$ cat src/rtl/trigger_pkg.sv
// Shared definitions for the piezo trigger conditioner.
//   - trig_state_e : per-channel FSM state
//   - QCNT_W / HCNT_W : counter widths used while qualifying / holding off
//   - DEF_* : default parameter values for the conditioner and its channels
//   - is_armable() : true for states that count as "armed"
package trigger_pkg;

  typedef enum logic [1:0] {
    IDLE    = 2'd0,
    QUAL    = 2'd1,
    FIRED   = 2'd2,
    HOLDOFF = 2'd3
  } trig_state_e;

  localparam int QCNT_W = 8;
  localparam int HCNT_W = 16;

  localparam int DEF_CHANNELS       = 4;
  localparam int DEF_FILTER_LEN     = 4;
  localparam int DEF_HOLDOFF_CYCLES = 16;

  function automatic logic is_armable(trig_state_e s);
    return (s == IDLE) || (s == QUAL);
  endfunction

endpackage

$ cat src/rtl/trigger_conditioner_if.sv
// Signal bundle between the comparator front end and the trigger timers.
//   raw_in    : asynchronous comparator outputs, one per channel
//   rearm     : one-cycle pulse releasing fired channels into holdoff
//   trigger   : conditioned trigger level per channel
//   armed     : every channel is in IDLE or QUAL
//   any_fired : OR of trigger
// master drives raw_in/rearm, slave (the conditioner) drives the rest.
interface trigger_conditioner_if
  import trigger_pkg::*;
#(
  parameter int CHANNELS = DEF_CHANNELS
);

  logic [CHANNELS-1:0] raw_in;
  logic                rearm;
  logic [CHANNELS-1:0] trigger;
  logic                armed;
  logic                any_fired;

  modport master (
    output raw_in,
    output rearm,
    input  trigger,
    input  armed,
    input  any_fired
  );

  modport slave (
    input  raw_in,
    input  rearm,
    output trigger,
    output armed,
    output any_fired
  );

endinterface

$ cat src/rtl/trigger_channel.sv
// One trigger channel: 2-flop synchroniser, minimum-width pulse filter,
// latched trigger and rearm/holdoff lockout.
//   clk, reset : clock and synchronous active-high reset
//   raw_in     : asynchronous comparator output for this channel
//   rearm      : releases a FIRED channel into HOLDOFF
//   trigger    : registered, high exactly while the channel is FIRED
//   armable    : channel is in IDLE or QUAL
module trigger_channel
  import trigger_pkg::*;
#(
  parameter int FILTER_LEN     = DEF_FILTER_LEN,
  parameter int HOLDOFF_CYCLES = DEF_HOLDOFF_CYCLES
) (
  input  logic clk,
  input  logic reset,
  input  logic raw_in,
  input  logic rearm,
  output logic trigger,
  output logic armable
);

  localparam logic [QCNT_W-1:0] QUAL_LAST = QCNT_W'(FILTER_LEN - 1);
  localparam logic [HCNT_W-1:0] HOLD_LAST = HCNT_W'(HOLDOFF_CYCLES - 1);

  logic              s1;
  logic              s2;
  logic              vld_p0;
  logic              vld_p1;
  logic              quiet;
  trig_state_e       state_q;
  trig_state_e       state_d;
  logic [HCNT_W-1:0] cnt_q;
  logic [HCNT_W-1:0] cnt_d;
  logic              trig_q;

  function automatic logic [HCNT_W-1:0] cnt_inc(logic [HCNT_W-1:0] c);
    return c + HCNT_W'(1);
  endfunction

  // Synchroniser stage; vld_p0/vld_p1 mark when s1/s2 hold a sample taken
  // after reset. Until then the holdoff treats the input as busy, so a pin
  // stuck high across reset is seen before the channel can ever reach IDLE.
  always_ff @(posedge clk) begin
    if (reset) begin
      s1      <= 1'b0;
      s2      <= 1'b0;
      vld_p0  <= 1'b0;
      vld_p1  <= 1'b0;
      state_q <= HOLDOFF;
      cnt_q   <= '0;
      trig_q  <= 1'b0;
    end else begin
      s1      <= raw_in;
      s2      <= s1;
      vld_p0  <= 1'b1;
      vld_p1  <= vld_p0;
      state_q <= state_d;
      cnt_q   <= cnt_d;
      trig_q  <= (state_d == FIRED);
    end
  end

  assign quiet = vld_p1 && !s2;

  // FSM / counter stage. One counter serves both the qualification count
  // (low QCNT_W bits) and the holdoff count (full width).
  always_comb begin
    state_d = state_q;
    cnt_d   = cnt_q;
    case (state_q)
      IDLE: begin
        if (s2) begin
          if (FILTER_LEN == 1) begin
            state_d = FIRED;
            cnt_d   = '0;
          end else begin
            state_d = QUAL;
            cnt_d   = HCNT_W'(1);
          end
        end
      end
      QUAL: begin
        // rearm beats a qualification completing on the same edge
        if (rearm) begin
          state_d = IDLE;
          cnt_d   = '0;
        end else if (!s2) begin
          state_d = IDLE;
          cnt_d   = '0;
        end else if (cnt_q[QCNT_W-1:0] == QUAL_LAST) begin
          state_d = FIRED;
          cnt_d   = '0;
        end else begin
          cnt_d = cnt_inc(cnt_q);
        end
      end
      FIRED: begin
        if (rearm) begin
          state_d = HOLDOFF;
          cnt_d   = '0;
        end
      end
      HOLDOFF: begin
        if (!quiet) begin
          cnt_d = '0;
        end else if (cnt_q == HOLD_LAST) begin
          state_d = IDLE;
          cnt_d   = '0;
        end else begin
          cnt_d = cnt_inc(cnt_q);
        end
      end
      default: begin
        state_d = HOLDOFF;
        cnt_d   = '0;
      end
    endcase
  end

  assign trigger = trig_q;
  assign armable = is_armable(state_q);

endmodule

$ cat src/rtl/trigger_conditioner.sv
// Conditions the raw piezo comparator inputs into clean, latched trigger
// levels. Every channel is an identical trigger_channel, so input-to-trigger
// latency is the same on all channels and inter-channel timing is preserved.
//   clk, reset : clock and synchronous active-high reset
//   bus        : trigger_conditioner_if slave (raw_in, rearm in;
//                trigger, armed, any_fired out)
module trigger_conditioner
  import trigger_pkg::*;
#(
  parameter int CHANNELS       = DEF_CHANNELS,
  parameter int FILTER_LEN     = DEF_FILTER_LEN,
  parameter int HOLDOFF_CYCLES = DEF_HOLDOFF_CYCLES
) (
  input  logic                  clk,
  input  logic                  reset,
  trigger_conditioner_if.slave  bus
);

  logic [CHANNELS-1:0] trig_w;
  logic [CHANNELS-1:0] arm_w;

  for (genvar i = 0; i < CHANNELS; i++) begin : g_ch
    trigger_channel #(
      .FILTER_LEN     (FILTER_LEN),
      .HOLDOFF_CYCLES (HOLDOFF_CYCLES)
    ) u_ch (
      .clk     (clk),
      .reset   (reset),
      .raw_in  (bus.raw_in[i]),
      .rearm   (bus.rearm),
      .trigger (trig_w[i]),
      .armable (arm_w[i])
    );
  end

  assign bus.trigger   = trig_w;
  assign bus.armed     = &arm_w;
  assign bus.any_fired = |trig_w;

endmodule

$ cat src/flat_wrapper.sv
// flat-port wrapper written by rule: the top's interface ports become plain ports
module trigger_conditioner_flat import trigger_pkg::*;
#(
  parameter int CHANNELS       = DEF_CHANNELS,
  parameter int FILTER_LEN     = DEF_FILTER_LEN,
  parameter int HOLDOFF_CYCLES = DEF_HOLDOFF_CYCLES
)
  (clk, reset, bus_raw_in, bus_rearm, bus_trigger, bus_armed, bus_any_fired);
  trigger_conditioner_if #(.CHANNELS(CHANNELS)) bus_i ();
  input  logic clk;
  input  logic reset;
  input wire logic [$bits(bus_i.raw_in)-1:0] bus_raw_in;
  input wire logic [$bits(bus_i.rearm)-1:0] bus_rearm;
  output wire logic [$bits(bus_i.trigger)-1:0] bus_trigger;
  output wire logic [$bits(bus_i.armed)-1:0] bus_armed;
  output wire logic [$bits(bus_i.any_fired)-1:0] bus_any_fired;
  assign bus_i.raw_in = bus_raw_in;
  assign bus_i.rearm = bus_rearm;
  assign bus_trigger = bus_i.trigger;
  assign bus_armed = bus_i.armed;
  assign bus_any_fired = bus_i.any_fired;
  trigger_conditioner #(.CHANNELS(CHANNELS), .FILTER_LEN(FILTER_LEN), .HOLDOFF_CYCLES(HOLDOFF_CYCLES)) u_core (.clk(clk), .reset(reset), .bus(bus_i));
endmodule
$ cat config.mk
export PLATFORM = sky130hd
export DESIGN_NAME = trigger_conditioner_flat
export DESIGN_NICKNAME = d
export VERILOG_FILES = /design/src/rtl/trigger_pkg.sv /design/src/rtl/trigger_conditioner_if.sv /design/src/rtl/trigger_channel.sv /design/src/rtl/trigger_conditioner.sv /design/src/flat_wrapper.sv
export SDC_FILE = /design/constraint.sdc
export NUM_CORES = 1
export LEC_CHECK = 0
export ABC_AREA = 0
export BUFFER_PORTS_ARGS = -buffer_cell sky130_fd_sc_hd__buf_2
export CAP_MARGIN = 40
export CORE_MARGIN = 4
export CORE_UTILIZATION = 55
export DETAILED_ROUTE_END_ITERATION = 10
export PLACE_DENSITY_LB_ADDON = 0.08
export RECOVER_POWER = 50
export SYNTH_ARGS = -nofsm -noshare
export SYNTH_HDL_FRONTEND = slang
export SYNTH_HIERARCHICAL = 1
export SYNTH_SLANG_ARGS = --single-unit
$ cat constraint.sdc
create_clock -name clk -period 2.1 [get_ports clk]
set_input_delay 0.105 -clock clk [delete_from_list [all_inputs] [get_ports clk]]
set_output_delay 0.105 -clock clk [all_outputs]
set_load 0.1 [all_outputs]
==> results.sh <==
export IMPL_power_internal_uw=2354
export IMPL_cts_buffer_depth=2
export IMPL_drive_gt1_share_pct=14.80
export IMPL_nNetsFinal=560
export IMPL_path_clk_slew_ns=0.09
export IMPL_cp_max_fo=10
export IMPL_yosys_warnings=6
export IMPL_vias=4159
export IMPL_worstSetupPathType="reg2reg"
export IMPL_cp_arrival_ns=2.12
export IMPL_worst_path_buf_inv=1
export IMPL_cts_tree="yes"
export IMPL_ys_types=54
export IMPL_grt_pass1_vias=3861
export IMPL_cp_top_family="compound AO/OA/AOI/OAI gates"
export IMPL_avgViaCountPerCell=6.311
export IMPL_start_kind="register"
export IMPL_core_um2=8341
export IMPL_clock_latency_ns=0.36
export IMPL_power_frac_comb_pct=4.0
export IMPL_cp_cell_sequence="ha_1 -> nor3b_1 -> a211oi_1 -> a211oi_2 -> clkbuf_2 -> nor3_1"
export IMPL_reg2regPathDepth=6
export IMPL_synth_edf_count=0
export IMPL_grt_max_degree=36
export IMPL_portBuffers=12
export IMPL_hold_viol=0
export IMPL_vdd_drop_max_mv=0.3752
export IMPL_root_buffer="clkbuf_8"
export IMPL_fp_dieW_um=101.1
export IMPL_finalPower_uw=3081
export IMPL_switchingPower_uw=726.8
export IMPL_sw_frac_of_total_pct=23.59
export IMPL_synth_area_leader_cell="dfxtp_1"
export IMPL_nFillCells=754
export IMPL_endpoint="u_core/g_ch[2].u_ch/cnt_q[5]$_SDFFE_PP0P_"
export IMPL_h_tree_depth=3
export IMPL_clkSinkCount=92
export IMPL_maxClockFrequency_ghz=0.5134
export IMPL_syn_nets=531
export IMPL_post_synth_cell_area_avg_um2=9.177
export IMPL_start_util_pct=57.22
export IMPL_final_antenna_net_count=0
export IMPL_grt_ovfl_total=0
export IMPL_power_density_nw_per_um2=588.6
export IMPL_drt_initial_drc_count=146
export IMPL_fin_crit_sh_pct=92.76
export IMPL_cts_inserted_buffers=9
export IMPL_r2r_start="u_core/g_ch[2].u_ch/cnt_q[0]$_SDFFE_PP0P_"
export IMPL_yosys_cell_count_top_type="dfxtp_1"
export IMPL_die_area_um2=10230
export IMPL_n_antenna_cell=0
export IMPL_tightest_slew_ns=1.665
export IMPL_wl_per_cell_um=16.00
export IMPL_clock_skew_final_ns=0.009804
export IMPL_maxCapViolCount=1
export IMPL_clkPwrFrac_pct=38.4
export IMPL_required_ns=2.27
export IMPL_slowest_stage="dfxtp_1"
export IMPL_synth_top_area_share_pct=38.59
export IMPL_reg2reg_slack_ns=0.15
export IMPL_synth_area_leaders="dfxtp_1 (39%), a211oi_1 (3.8%), nor3_1 (3.5%)"
export IMPL_firstDrtPassIters=5
export IMPL_ys_ff_latch=92
export IMPL_crit_path_end_kind="register"
export IMPL_ys_flop_type="dfxtp_1"
export IMPL_rsz0062_at_grt="false"
export IMPL_min_period_ns=1.948
export IMPL_synth_cell_area_um2=4772
export IMPL_cp_depth=6
export IMPL_violations="max-capacitance violations, max-slew violations"
export IMPL_seq_power_share_pct=57.6
export IMPL_antenna_found_initial=0
export IMPL_slowest_delay_ns=0.42
export IMPL_ys_async_sr_fraction_pct=0
export IMPL_synth_cells=520
export IMPL_grt_use_total_pct=21.77
export IMPL_cp_startpoint="u_core/g_ch[2].u_ch/cnt_q[0]$_SDFFE_PP0P_"
export IMPL_finalSetupTns_ns=0
export IMPL_io_pins=13
export IMPL_ys_top_cells_by_count="dfxtp_1 (92), nor3_1 (33), o21ai_0 (26), nand2_1 (25), a211oi_1 (24)"
export IMPL_slew_headroom_pct=-11.02
export IMPL_slew_viol_final=36
export IMPL_status="finished, violations left"
export IMPL_leakage_uw=0.001717
export IMPL_drt_wl_total_mm=10.55
export IMPL_grt_pass1_wl_mm=18.39
export IMPL_regToRegEndpoint="u_core/g_ch[2].u_ch/cnt_q[5]$_SDFFE_PP0P_"
export IMPL_area_growth_syn_to_layout_pct=9.701
export IMPL_gp_congestion=0.8891
export IMPL_hp_class="in2reg"
export IMPL_rows=33
export IMPL_drc_errors=0
export IMPL_place_hpwl_mm=7.498
export IMPL_die_h_um=101.1
export IMPL_final_setup_viol_count=0
export IMPL_ys_seq_area_share_pct=38.59
-- power groups by stage --
stage	Combinational, µW	Clock, µW	Sequential, µW
final	123	1180	1770
after global routing	138	1290	1780
after CTS	126	1220	1770
after detailed placement	120	0	1820
after global placement	118	0	1810
after floorplan	78.7	0	1810
-- per-layer routing --
metal | up-vias | GRT usage [%] | routed length (µm)
met2 | 110 | 33.85 | 4802
li1 | 2087 | - | -
met4 | 0 | 6.646 | 104
met5 | - | 0 | 0
met3 | 10 | 3.512 | 513
met1 | 1952 | 31.13 | 5126
-- cell type report --
class,count,area (µm²),share of cell area (%)
Multi-Input combinational cell,391,2765,52.82
Sequential cell,92,1842,35.18
Timing Repair Buffer,37,236.5,4.517
Tap cell,105,131.4,2.510
Clock buffer,10,127.6,2.438
Inverter,18,67.56,1.291
Clock inverter,6,65.06,1.243
-- worst min path at each step --
stage                                        endpoint  slack (ns)  cells past startpoint     startpoint
2_1_floorplan  u_core/g_ch[0].u_ch/trigger$_SDFF_PP0_        0.18                      1      bus_rearm
6_report       u_core/g_ch[2].u_ch/trigger$_SDFF_PP0_        0.21                      2      bus_rearm
5_1_grt        u_core/g_ch[0].u_ch/trigger$_SDFF_PP0_        0.22                      2      bus_rearm
4_1_cts        u_core/g_ch[2].u_ch/trigger$_SDFF_PP0_        0.19                      2      bus_rearm
3_3_place_gp        u_core/g_ch[3].u_ch/s1$_SDFF_PP0_        0.32                      2  bus_raw_in[3]
3_5_place_dp        u_core/g_ch[2].u_ch/s1$_SDFF_PP0_        0.32                      2  bus_raw_in[2]
-- kinds of logic after synthesis --
logic type	count (synthesis)	share of synthesized area (%)
buffers and inverters	37	3.566
and+or+nand+nor	207	27.29
adders and majority gates	4	1.049
muxes	7	1.468
AOI/OAI and AO/OA	144	22.71
xor gates and xnor gates	29	5.322
DFF	92	38.59
-- repair_timing --
action / CTS / global route
setup endpoints to repair: 0 / 8
resized for setup: 0 / 1
hold buffers: 4 / 0
hold endpoints to repair: 4 / 0
buffers inserted: 0 / 0
-- state kept, by name, summed over array words and instances (netlist names) --
register                  cells
u_core/g_ch.u_ch/cnt_q       64
u_core/g_ch.u_ch/state_q      8
u_core/g_ch.u_ch/s1           4
u_core/g_ch.u_ch/s2           4
u_core/g_ch.u_ch/trigger      4
u_core/g_ch.u_ch/vld_p0       4
u_core/g_ch.u_ch/vld_p1       4
-- through the flow --
| step | setup slack (ns) | area [µm²] | util (%) | instances | hold slack (ns) |
|---|---|---|---|---|---|
| 2_1_floorplan | 0.2352 | 4772 | - | 520 | 0.1835 |
| 3_3_place_gp | 0.1994 | 5019 | 60.17 | 639 | 0.3165 |
| 3_5_place_dp | 0.1654 | 5019 | 60.17 | 639 | 0.3243 |
| 4_1_cts | 0.1521 | 5251 | 62.96 | 659 | 0.1877 |
| 5_1_grt | 0.007771 | 5235 | 62.77 | 659 | 0.2176 |
| 6_report | 0.1520 | 5235 | 62.77 | 659 | 0.2081 |
-- worst reg2reg max path: cells and delay by family (launching register included) --
kind / cells / cell delay (ns)
AOI/OAI and AO/OA: 2 / 0.44
adders and majority gates: 1 / 0.22
buffers and inverters: 1 / 0.30
DFF: 1 / 0.42
and+or+nand+nor: 2 / 0.40
-- cell usage in the layout (no fill, tap or decap), types with 11 or more instances in the layout --
cell type,instances
buf_4,16
a211oi_1,23
a21oi_1,17
nand3_1,18
xnor2_1,11
o2111ai_1,11
xor2_1,18
dfxtp_1,92
o211ai_1,13
nand2_1,25
nor4_1,15
nor2b_1,20
nor2_1,19
inv_1,18
nand4_1,18
nor3_1,33
o21ai_0,26
No activity file was read; power rests on OpenSTA's default activity.
